--- config.mk ---
export PLATFORM = sky130hd
export DESIGN_NAME = regfile_write_scheduler
export DESIGN_NICKNAME = d
export VERILOG_FILES = /design/src/rtl/rf_sched_pkg.sv /design/src/rtl/rr_arbiter2.sv /design/src/rtl/regfile_write_scheduler.sv
export SDC_FILE = /design/constraint.sdc
export NUM_CORES = 1
export LEC_CHECK = 0
export ABC_AREA = 1
export CORE_MARGIN = 2
export CORE_UTILIZATION = 42
export CTS_CLUSTER_SIZE = 30
export DETAILED_ROUTE_END_ITERATION = 6
export GPL_ROUTABILITY_DRIVEN = 0
export PLACE_DENSITY = 0.83
export SETUP_SLACK_MARGIN = 0.15
export SLEW_MARGIN = 20
export SYNTH_ARGS = -nofsm -noshare
export SYNTH_HDL_FRONTEND = slang
export SYNTH_SLANG_ARGS = --single-unit
export TNS_END_PERCENT = 20
--- constraint.sdc ---
create_clock -name Clk -period 1.65 [get_ports Clk]
set_clock_uncertainty 0.1 [all_clocks]
set_input_delay 0.33 -clock Clk [delete_from_list [all_inputs] [get_ports Clk]]
set_output_delay 0.33 -clock Clk [all_outputs]
set_load 0.01 [all_outputs]
--- src/rtl/rf_sched_pkg.sv ---
// rtl/rf_sched_pkg.sv - shared constants and enums for the register file write scheduler
package rf_sched_pkg;
    localparam int DATA_W   = 64;
    localparam int ADDR_W   = 5;
    localparam int ZERO_REG = 31;

    typedef enum logic [1:0] {IDLE, CLEAR, DONE} stateT;
    typedef enum logic {GNT_A, GNT_B} grantT;
endpackage

--- src/rtl/rr_arbiter2.sv ---
// rtl/rr_arbiter2.sv - two-way round-robin arbiter, one-hot grant {B, A}
module rr_arbiter2
    import rf_sched_pkg::*;
(
    input  logic       aValid,
    input  logic       bValid,
    input  logic       enable,
    input  grantT      lastGrant,
    output logic [1:0] grant
);
    // The requester that did not win last time takes any contention.
    always_comb begin
        grant    = 2'b00;
        grant[0] = enable & aValid & (~bValid | (lastGrant == GNT_B));
        grant[1] = enable & bValid & (~aValid | (lastGrant == GNT_A));
    end
endmodule

--- src/rtl/regfile_write_scheduler.sv ---
// rtl/regfile_write_scheduler.sv - write-port owner: A/B writeback arbitration plus X0..X30 bulk clear; RFSCHED_BYPASS_EN adds read bypass
module regfile_write_scheduler #(
    parameter int                   DATA_W    = rf_sched_pkg::DATA_W,
    parameter int                   ADDR_W    = rf_sched_pkg::ADDR_W,
    parameter int                   ZERO_REG  = rf_sched_pkg::ZERO_REG,
    parameter logic [DATA_W-1:0]    CLR_VALUE = '0
) (
    input  logic              Clk,
    input  logic              resetl,
    input  logic              clr_req,
    output logic              clr_busy,
    output logic              clr_done,
    input  logic              a_valid,
    output logic              a_ready,
    input  logic [ADDR_W-1:0] a_rw,
    input  logic [DATA_W-1:0] a_data,
    input  logic              b_valid,
    output logic              b_ready,
    input  logic [ADDR_W-1:0] b_rw,
    input  logic [DATA_W-1:0] b_data,
    output logic [ADDR_W-1:0] RW,
    output logic [DATA_W-1:0] BusW,
`ifdef RFSCHED_BYPASS_EN
    input  logic [ADDR_W-1:0] RA,
    input  logic [ADDR_W-1:0] RB,
    input  logic [DATA_W-1:0] BusA_in,
    input  logic [DATA_W-1:0] BusB_in,
    output logic [DATA_W-1:0] BusA_out,
    output logic [DATA_W-1:0] BusB_out,
`endif
    output logic              RegWr
);
    import rf_sched_pkg::*;

    localparam logic [ADDR_W-1:0] ZERO_IDX = ADDR_W'(ZERO_REG);
    localparam logic [ADDR_W-1:0] LAST_IDX = ADDR_W'(ZERO_REG - 1);

    stateT             state, nextState;
    grantT             lastGrant;
    logic [ADDR_W-1:0] clrIdx;
    logic [1:0]        grant;
    logic              arbEnable;

    assign arbEnable = (state == IDLE) & ~clr_req;

    rr_arbiter2 uArb (
        .aValid    (a_valid),
        .bValid    (b_valid),
        .enable    (arbEnable),
        .lastGrant (lastGrant),
        .grant     (grant)
    );

    always_comb begin
        nextState = state;
        a_ready   = grant[0];
        b_ready   = grant[1];
        clr_busy  = (state != IDLE);
        clr_done  = (state == DONE);
        case (state)
            IDLE:    if (clr_req) nextState = CLEAR;
            CLEAR:   if (clrIdx == LAST_IDX) nextState = DONE;
            DONE:    nextState = IDLE;
            default: nextState = IDLE;
        endcase
    end

    always_ff @(posedge Clk) begin
        if (!resetl) begin
            state     <= IDLE;
            lastGrant <= GNT_B;
            clrIdx    <= '0;
            RW        <= '0;
            BusW      <= '0;
            RegWr     <= 1'b0;
        end else begin
            state <= nextState;
            RegWr <= 1'b0;
            case (state)
                IDLE: begin
                    if (clr_req) begin
                        clrIdx <= '0;
                        RW     <= '0;
                        BusW   <= CLR_VALUE;
                        RegWr  <= 1'b1;
                    end else if (grant[0]) begin
                        RW        <= a_rw;
                        BusW      <= a_data;
                        RegWr     <= (a_rw != ZERO_IDX);
                        lastGrant <= GNT_A;
                    end else if (grant[1]) begin
                        RW        <= b_rw;
                        BusW      <= b_data;
                        RegWr     <= (b_rw != ZERO_IDX);
                        lastGrant <= GNT_B;
                    end
                end
                CLEAR: begin
                    // The sweep stops one short of XZR, so clrIdx never wraps.
                    if (clrIdx != LAST_IDX) begin
                        clrIdx <= clrIdx + 1'b1;
                        RW     <= clrIdx + 1'b1;
                        RegWr  <= 1'b1;
                    end
                end
                default: ;
            endcase
        end
    end

`ifdef RFSCHED_BYPASS_EN
    always_comb begin
        BusA_out = (RegWr && (RW == RA) && (RA != ZERO_IDX)) ? BusW : BusA_in;
        BusB_out = (RegWr && (RW == RB) && (RB != ZERO_IDX)) ? BusW : BusB_in;
    end
`endif
endmodule

==> reports/results.ini, run 1 <==
[outcome]
status=complete, but fails checks
violations=negative setup slack

[route]
viasPerCell=4.88
antenna_left=0
initialDrtViolationCount=389
dr_total_vias=6037
drt_wl_total_mm=18.1
drc=0
detail_route.first_pass.iterations=5
wire_per_inst_um=14.6

[floorplan]
die_w_um=110
boundaryPins=217
initial_core_util_pct=43.2
die_area_um2=12100
die_y_um=110
rows=38
core-area_um2=10900

[synth]
synthMuxAreaShare_pct=0
synthArstFlopShare_pct=0
ys_types=24
synth_simple_gate_area_share_pct=37.4
synth_common_cells=nand2_1 (228), inv_1 (205), nor2_1 (106), nand3_1 (90), dfxtp_1 (78)
synth_xor_area_share_pct=0
synth_top_family_by_area=simple AND/OR/NAND/NOR gates
synth_largest_area_cell=dfxtp_1
yosysSeqAreaShare_pct=33.0
synth_compound_area_share_pct=7.36
ys_warn_count=0
syn_nets=976
synthCells=831
avgSynthCellArea_um2=5.69
synth_edf_count=0
syn_area_um2=4730
yosys.cell_count.top_type=nand2_1
synth_ff_type=dfxtp_1
synthAdderAreaFrac_pct=0.529
synthTopCellsByArea=dfxtp_1 (33%), nand2_1 (18%), inv_1 (16%)
yosys.area.top_type_share_pct=33.0
synth-seq-cells=78

[timing]
tightest_slew_ns=0.519
fin_hold_ws_ns=0.254
maxSlewHeadroom_pct=65.3
setup_tns_ns=-0.728
finalHoldViolations=0
setup_viol=35
slew_viol_final=0
finalCritPeriodShare_pct=103
finalWorstSetupSlack_ns=-0.0466
fin_crit_ns=1.70
rsz0062_at_grt=yes
fmax_mhz=589

[clocking]
cts_tree=yes
root_buffer=clkbuf_16
h-tree-depth=3
cts.sinks=78
cts_hold_buf=0
cts_made_buffers=9
clock_path_buffers=2
path_clk_slew_ns=0.06
clk_latency_ns=0.33

[power_and_ir_drop]
cellLeakagePower_nw=4.82
p_per_area_nw_per_um2=705
finalPower_w=0.00615
peakVddDrop_uv=434

[final_layout]
area.sequential_um2=1570
fillers=740
diodes=0
drive_gt1_share_pct=22.2
fin_cells=1237
multi_input_area_um2=2680
areaGrowthSynthToFinish_pct=84.5
nNetsFinal=1238

[place]
place.port_buffers=216
dp.cells=1186
hpwl_mm=10.5

[run]
drv_cap=0

[global_route]
grt_max_degree=37
antenna_found_initial=0
grt_use_total_pct=29.3
grt.overflow.total=0
grt_pass1_vias=5795
grt_pass1_wl_mm=27.4

[critical_path]
path_max_fanout=8
startpoint_type=register
critPathArrivalTime_ns=1.83
path_class=reg -> reg
cp-end-kind=register
cp.required_ns=1.78

[min_path]
min_path_type=in -> reg

## logic make-up after synthesis
family | after synthesis
buffers and inverters | 252
AND/OR/NAND/NOR | 431
flip-flops | 78
adder cells (fa/ha/maj) | 2
AO/OA/AOI/OAI | 68
## area by class of cell
class	count	share of cell area [%]
clock buffers	11	2.90
clock inverters	4	0.258
inverters	208	8.98
multi-input cells	502	30.7
flip-flops and latches	78	18.0
well taps	140	2.01
repair buffers	294	37.1
## what timing repair did
item	in CTS	in global routing
setup endpoints to repair	149	81
setup buffers	16	3
pin swaps	88	35
resized for setup	266	68
gates cloned	15	2
## sequential cells by signal (all words and copies together) (netlist names)
signal	cells
BusW	64
RW	5
clrIdx	5
state	2
RegWr	1
lastGrant	1
## critical path, stage by stage (launching register included)
cell and delay (ns):
dfxtp_2 0.33, inv_2 0.10, buf_6 0.13, nand2_8 0.07, a31oi_4 0.18, buf_12 0.14
buf_12 0.16, buf_12 0.12, buf_8 0.11, nand2_1 0.05, inv_1 0.05, nor2_1 0.04
## through the flow
step	utilization [%]	cell area [um2]	setup slack [ns]
6_report	79.8	8720	-0.0466
5_1_grt	79.8	8720	-0.0962
4_1_cts	77.4	8470	-0.0193
3_5_place_dp	66.4	7260	-0.507
3_3_place_gp	66.4	7260	-0.497
2_1_floorplan	-	4730	0.183
## routing by layer
metal  track usage (%)  vias up  wire [um]
li1                  -     2970          -
met1              32.7     2721       6830
met2              51.4      294       9060
met3              8.58       52       1620
met4              13.5        0        557
met5                 0        -          0
## power breakdown
group	internal, W	leakage [nW]	total [W]	switching [W]
Combinational	0.00114	4.04	0.00216	0.00102
Sequential	0.00205	0.646	0.00214	0.0000890
Clock	0.00108	0.137	0.00185	0.000762
Total	0.00428	4.82	0.00615	0.00187
## final timing paths
path | startpoint | slack, ns | endpoint | cells past startpoint
hold reg to reg | BusW[22] | 0.36 | BusW[22] | 2
setup / recovery | state[0] | -0.05 | BusW[9] | 11
setup reg to reg | state[0] | -0.05 | BusW[9] | 11
hold / removal | resetl | 0.25 | RW[4] | 3
## cells in the final DEF (no fill, tap or decap), types with 7 or more instances in the layout
cell type / count
inv_1: 190
nand2_1: 159
clkdlybuf4s50_1: 138
nor2_1: 95
dfxtp_1: 73
dlygate4sd2_1: 71
nand3_1: 69
nand2_2: 53
o21ai_0: 30
buf_4: 24
buf_6: 22
o21ai_1: 20
nand3_2: 19
inv_2: 17
nand2_4: 17
buf_16: 13
buf_12: 13
clkbuf_16: 11
o21ai_2: 9
nor2_2: 8
buf_8: 7
Note: power is estimated with default switching activity, not from simulation.
==> run 2: changes to the inputs <==
--- a/config.mk
+++ b/config.mk
@@ -5,14 +5,12 @@
 export SDC_FILE = /design/constraint.sdc
 export NUM_CORES = 1
 export LEC_CHECK = 0
-export ABC_AREA = 1
 export CORE_MARGIN = 2
-export CORE_UTILIZATION = 42
+export CORE_UTILIZATION = 33
 export CTS_CLUSTER_SIZE = 30
 export DETAILED_ROUTE_END_ITERATION = 6
 export GPL_ROUTABILITY_DRIVEN = 0
-export PLACE_DENSITY = 0.83
-export SETUP_SLACK_MARGIN = 0.15
+export PLACE_DENSITY = 0.79
 export SLEW_MARGIN = 20
 export SYNTH_ARGS = -nofsm -noshare
 export SYNTH_HDL_FRONTEND = slang
==> constraint.sdc (replaced) <==
create_clock -name Clk -period 1.5 [get_ports Clk]
set_clock_uncertainty 0.1 [all_clocks]
set_input_delay 0.3 -clock Clk [delete_from_list [all_inputs] [get_ports Clk]]
set_output_delay 0.3 -clock Clk [all_outputs]
set_load 0.01 [all_outputs]
==> run 2 against run 1 <==
Setup slack got worse by 0.15 ns. Flip-flop and latch count did not move. Sequential power rose by 4%. Power fell by 20%. Hold slack improved by 0.092 ns. The run still ends with negative setup slack left. Register-to-register slack got worse by 0.11 ns. Critical endpoint is now a_ready. Synthesized area fell by 28%. Via count fell by 40%. Combinational power fell by 48%.
==> reports/results.ini, run 2 <==
[place]
hpwl_mm=8.88  ; -16%
place.port_buffers=216  ; unchanged
place_ws_ns=-0.649  ; -0.142 ns
dp.cells=729  ; -39%

[floorplan]
rows=37  ; -2.6%
die_area_um2=11200  ; -7.8%
core-area_um2=10200  ; -6.9%
initial_core_util_pct=33.5  ; -9.7 points
boundaryPins=217  ; unchanged
die_y_um=106  ; -4.0%
die_w_um=106  ; -4.0%

[power_and_ir_drop]
p_per_area_nw_per_um2=784  ; +11%
cellLeakagePower_nw=3.02  ; -37%
peakVddDrop_uv=422  ; -2.9%

[timing]
finalWorstSetupSlack_ns=-0.192  ; -0.145 ns
fin_crit_ns=1.69
fmax_mhz=591
finalCritPeriodShare_pct=113
finalHoldViolations=0  ; unchanged
setup_tns_ns=-5.20  ; -4.47 ns
slew_viol_final=0  ; unchanged
setup_viol=76  ; +120%
tightest_slew_ns=0.316  ; -0.203 ns
rsz0062_at_grt=yes
maxSlewHeadroom_pct=78.8  ; +13 points

[final_layout]
final_core_util_pct=61.4  ; -18 points
areaGrowthSynthToFinish_pct=83.0
reg.largest.list=BusW x64, RW x5, clrIdx x5
fin_cells=753  ; -39%
drive_gt1_share_pct=13.9  ; -8.2 points
final_common_cell=clkdlybuf4s50_1
top_register=BusW
nNetsFinal=758  ; -39%
final_cell_mix=clkdlybuf4s50_1 (140), dfxtp_1 (75), dlygate4sd2_1 (72)
largest_reg_flops=64  ; unchanged
diodes=0  ; unchanged
fillers=873  ; +18%

[clocking]
clock_path_buffers=2  ; unchanged
cts.sinks=78  ; unchanged
cts_tree=yes
h-tree-depth=3  ; unchanged
path_clk_slew_ns=0.08  ; +0.02 ns
clk_latency_ns=0.34  ; about the same
cts_made_buffers=9  ; unchanged
root_buffer=clkbuf_8

[min_path]
holdPathEnd=BusW[2]
min_path_type=reg -> reg
hold_depth=2  ; -1
min_from=BusW[2]

[route]
drc=0  ; unchanged
drt_wl_total_mm=11.7  ; -35%
detail_route.first_pass.iterations=4  ; -1
viasPerCell=4.79  ; -1.9%
dr_total_vias=3604  ; -40%
antenna_left=0  ; unchanged
initialDrtViolationCount=118  ; -70%
wire_per_inst_um=15.6  ; +6.6%

[critical_path]
cp-end-kind=output port
reg2reg_depth=7  ; -4
critPathArrivalTime_ns=1.29  ; -0.54 ns
crit_slowest_cell=dfxtp_2
slowest_delay_ns=0.35  ; +0.02 ns
worstReg2RegEnd=BusW[17]
path_max_fanout=2  ; -6
ff2ff_setup_slack_ns=-0.16  ; -0.11 ns
r2r-start=state[1]
cp_cell_sequence=nor3_4, buf_6, nand3_4, inv_2, buf_6
cp.required_ns=1.10  ; -0.68 ns
cp_common_cell=buf_6
path_class=reg -> out
startpoint_type=register

[synth]
avgSynthCellArea_um2=9.20  ; +62%
synth_common_cells=dfxtp_1 (78), nand2_1 (70), mux2i_1 (68), o21ai_1 (65), nand3_1 (11)
yosys.area.top_type_share_pct=45.7  ; +13 points
synth_edf_count=0  ; unchanged
synthArstFlopShare_pct=0  ; unchanged
synth_largest_area_cell=dfxtp_1
syn_nets=516  ; -47%
synthCells=371  ; -55%
synth_ff_type=dfxtp_1
synthTopCellsByArea=dfxtp_1 (46%), mux2i_1 (20%), o21ai_1 (9.5%)
yosys.cell_count.top_type=dfxtp_1
yosysSeqAreaShare_pct=45.7  ; +13 points
synth-seq-cells=78  ; unchanged
syn_area_um2=3410  ; -28%
ys_warn_count=0  ; unchanged
ys_types=34  ; +42%

[global_route]
grt.overflow.total=0  ; unchanged
grt_pass1_vias=3770  ; -35%
grt_use_total_pct=20.6  ; -8.8 points
grt_max_degree=38  ; +2.7%
antenna_found_initial=0  ; unchanged
grt_pass1_wl_mm=18.2  ; -33%

[run]
drv_cap=0  ; unchanged

[outcome]
violations=negative setup slack
status=complete, but fails checks

==> run 2: layout make-up <==
type,count,area (um2),share of cell area [%]
clock buffer,11,141,2.26
clock inverter,4,47.5,0.761
inverter,4,15.0,0.240
multi-input combinational,265,1810,29.0
sequential,78,1570,25.1
tap,136,170,2.72
timing repair buffer,255,2500,39.9
==> run 2: layer usage <==
layer	track usage, %	share of wire [%]	wire, um	vias up
li1	-	-	-	1769
met4	9.30	3.0	352	0
met2	37.6	50	5860	165
met1	21.4	39	4520	1641
met3	6.37	8.5	991	29
met5	0	0	0	-
==> run 2: worst max-delay path by stage <==
stage,end,startpoint
after detailed placement,b_ready,clr_req
after floorplan,RW[2],clrIdx[0]
after global routing,b_ready,state[1]
final,a_ready,state[1]
after global placement,b_ready,clr_req
after CTS,a_ready,state[0]
==> run 2: cell families (layout without fill, tap and decap cells) <==
family	after synthesis	in the layout	synth area share, %
flip-flops	78	78	45.7
multiplexers	68	68	19.9
AND/OR/NAND/NOR	105	105	13.7
XOR/XNOR	3	3	0.770
AO/OA/AOI/OAI	87	87	14.4
buffers and inverters	28	274	4.69
adder cells (fa/ha/maj)	2	2	0.733
==> run 2: repair_timing <==
item                                    CTS  global route
gates cloned                              1             0
buffers inserted                          8             0
hold buffers                              0             0
endpoints found under the setup margin  149            79
gates resized for setup                 106            12
endpoints found under the hold margin     0             0
pin swaps                                 6             4
==> run 2: worst max-delay path: cells and delay by family (launching register included) <==
family,cells,cell delay [ns]
buffers and inverters,3,0.33
DFF,1,0.35
and+or+nand+nor,2,0.28
==> run 2: metrics by stage <==
stage | area (um2) | power (W) | hold WS, ns
detailed placement | 5950 | 0.00340 | 0.339
CTS | 6190 | 0.00493 | 0.348
global placement | 5950 | 0.00337 | 0.335
floorplan | 3460 | 0.00267 | 0.338
finish | 6250 | 0.00490 | 0.346
global route | 6250 | 0.00511 | 0.361
==> run 2: where the power goes <==
| part | total [W] | switching, W | internal (W) |
|---|---|---|---|
| sequential | 0.00222 | 0.0000517 | 0.00217 |
| combinational | 0.00112 | 0.000434 | 0.000684 |
| clock | 0.00155 | 0.000753 | 0.000801 |
==> run 3: changes to the inputs <==
--- a/config.mk
+++ b/config.mk
@@ -5,7 +5,6 @@
 export SDC_FILE = /design/constraint.sdc
 export NUM_CORES = 1
 export LEC_CHECK = 0
-export CORE_MARGIN = 2
 export CORE_UTILIZATION = 33
 export CTS_CLUSTER_SIZE = 30
 export DETAILED_ROUTE_END_ITERATION = 6
==> run 3 against run 2 <==
The flow still finishes with violations (negative setup slack). Fmax increased by 0.64%. Non-clock buffer count is 1 higher. Combinational power is essentially flat. Design area shrank 0.56%. Highest routed layer unchanged. Clock power is 10% lower. Flip-flop and latch count is the same. First-iteration DRC count is 25% lower. Global-route usage increased by 0.34 points. Die area decreased by 3.7%. Final cell count shrank 0.13%.
==> reports/results.ini, run 3 (synthesis gave the netlist of run 2 again) <==
[outcome]
status=complete, but fails checks
violations=negative setup slack

[timing]
setup_viol=75  ; -1.3%
rsz0062_at_grt=yes
slew_viol_final=0  ; unchanged
fin_hold_ws_ns=0.346  ; -0.000274 ns
finalCritPeriodShare_pct=112  ; -0.72 points
finalWorstSetupSlack_ns=-0.181  ; +0.0108 ns
fmax_mhz=595  ; +0.64%
finalHoldViolations=0  ; unchanged
fin_crit_ns=1.68  ; -0.0108 ns
maxSlewHeadroom_pct=78.8  ; about the same
tightest_slew_ns=0.318  ; +0.00270 ns

[global_route]
antenna_found_initial=0  ; unchanged
grt_pass1_vias=3746  ; -0.64%
grt_use_total_pct=20.9  ; +0.34 points
grt_max_degree=51  ; +34%
grt.overflow.total=0  ; unchanged
grt_pass1_wl_mm=18.1  ; -0.60%

[critical_path]
cp_top_family=flip-flops
crit_slowest_cell=dfxtp_2
critPathArrivalTime_ns=1.28  ; about the same
path_depth=5  ; unchanged
cp_num_buf_inv=3  ; unchanged
slowest_delay_ns=0.35  ; about the same
path_max_fanout=2  ; unchanged
cp.required_ns=1.10  ; about the same
startpoint_type=register
cp_cell_sequence=nor3_4, buf_6, nand3_4, inv_2, buf_6
path_class=reg -> out
reg2reg_depth=7  ; unchanged
cp_common_cell=buf_6
cp-end-kind=output port

[final_layout]
diodes=0  ; unchanged
drive_gt1_share_pct=15.3  ; +1.4 points
largest_reg_flops=64  ; unchanged
final_common_cell=clkdlybuf4s50_1
reg.largest.list=BusW x64, RW x5, clrIdx x5
top_register=BusW
nNetsFinal=759  ; +0.13%
areaGrowthSynthToFinish_pct=82.0
final_cell_mix=clkdlybuf4s50_1 (139), dfxtp_1 (75), dlygate4sd2_1 (73)

[place]
hpwl_mm=8.53  ; -4.0%
place.port_buffers=216  ; unchanged

[power_and_ir_drop]
peakVddDrop_uv=532  ; +26%
cellLeakagePower_nw=2.96  ; -2.1%
p_per_area_nw_per_um2=760  ; -3.1%
finalPower_w=0.00472  ; -3.6%

[floorplan]
core-area_um2=9910  ; -2.7%
die_y_um=104  ; -1.9%
boundaryPins=217  ; unchanged
initial_core_util_pct=34.5  ; +0.93 points
die_area_um2=10800  ; -3.7%
die_w_um=104  ; -1.9%
rows=36  ; -2.7%

[route]
antenna_left=0  ; unchanged
wire_per_inst_um=15.0  ; -3.8%
initialDrtViolationCount=89  ; -25%
detail_route.first_pass.iterations=4  ; unchanged
dr_total_vias=3564  ; -1.1%
drt_wl_total_mm=11.3  ; -3.9%
viasPerCell=4.74  ; -0.98%
drc=0  ; unchanged

[run]
drv_cap=0  ; unchanged

[clocking]
cts_made_buffers=9  ; unchanged
clk_latency_ns=0.33  ; about the same
h-tree-depth=3  ; unchanged
path_clk_slew_ns=0.08  ; about the same
root_buffer=clkbuf_8
clock_path_buffers=2  ; unchanged
cts.sinks=78  ; unchanged
cts_tree=yes

[min_path]
hold_depth=2  ; unchanged
min_path_type=reg -> reg

run 3: changes by cell type in the layout (fill, tap and decap cells not counted), moves of 2 or more:
cell	change
mux2i_1	-5
mux2i_2	+6
buf_12	-2
nor2b_1	-2
clkinvlp_4	+3
buf_4	+5
run 3: final timing paths:
check | startpoint | endpoint | slack [ns]
worst max register to register | state[1] | BusW[50] | -0.16
worst min register to register | BusW[39] | BusW[39] | 0.35
worst max-delay path | state[1] | a_ready | -0.18
worst min-delay path | BusW[39] | BusW[39] | 0.35
run 3: final cells by class:
cell class                 count  area, um2
clock buffer                  11        141
clock inverter                 5       35.0
fill                         820       3700
inverter                       4       15.0
multi-input combinational    265       1840
sequential                    78       1570
tap                          133        166
timing repair buffer         256       2450
run 3: worst reg2reg max path, stage by stage, from the launching register on:
cell	delay, ns
dfxtp_2	0.35
nor3_4	0.20
buf_6	0.14
nand3_4	0.08
buf_6	0.19
buf_12	0.19
mux2i_2	0.22
o21ai_1	0.08
run 3: per-stage QoR:
stage | instance area, um2 | TNS [ns] | setup slack [ns] | cells | util, %
3_3_place_gp | 5950 | -38.05 | -0.589 | 727 | 60.0
5_1_grt | 6210 | -12.26 | -0.252 | 752 | 62.7
6_report | 6210 | -6.75 | -0.181 | 752 | 62.7
3_5_place_dp | 5950 | -41.25 | -0.635 | 727 | 60.0
2_1_floorplan | 3460 | -0.503 | -0.0198 | 371 | -
4_1_cts | 6150 | -7.13 | -0.208 | 752 | 62.0
run 3: timing repair:
action	CTS	global route
resized for setup	105	17
endpoints found under the setup margin	149	80
hold buffers	0	0
buffers inserted	9	0
pin swaps	5	4
run 3: power by group:
group	internal (W)	leakage [nW]	switching [W]
clock network	0.000644	0.0776	0.000748
registers	0.00217	0.638	0.0000513
logic	0.000672	2.24	0.000432
run 3: per-layer routing:
metal	vias to the layer above	GRT usage, %	wire length, um
met5	-	0	0
met4	0	5.71	116
met3	10	5.10	748
met2	148	40.7	5870
met1	1630	22.1	4530
li1	1776	-	-
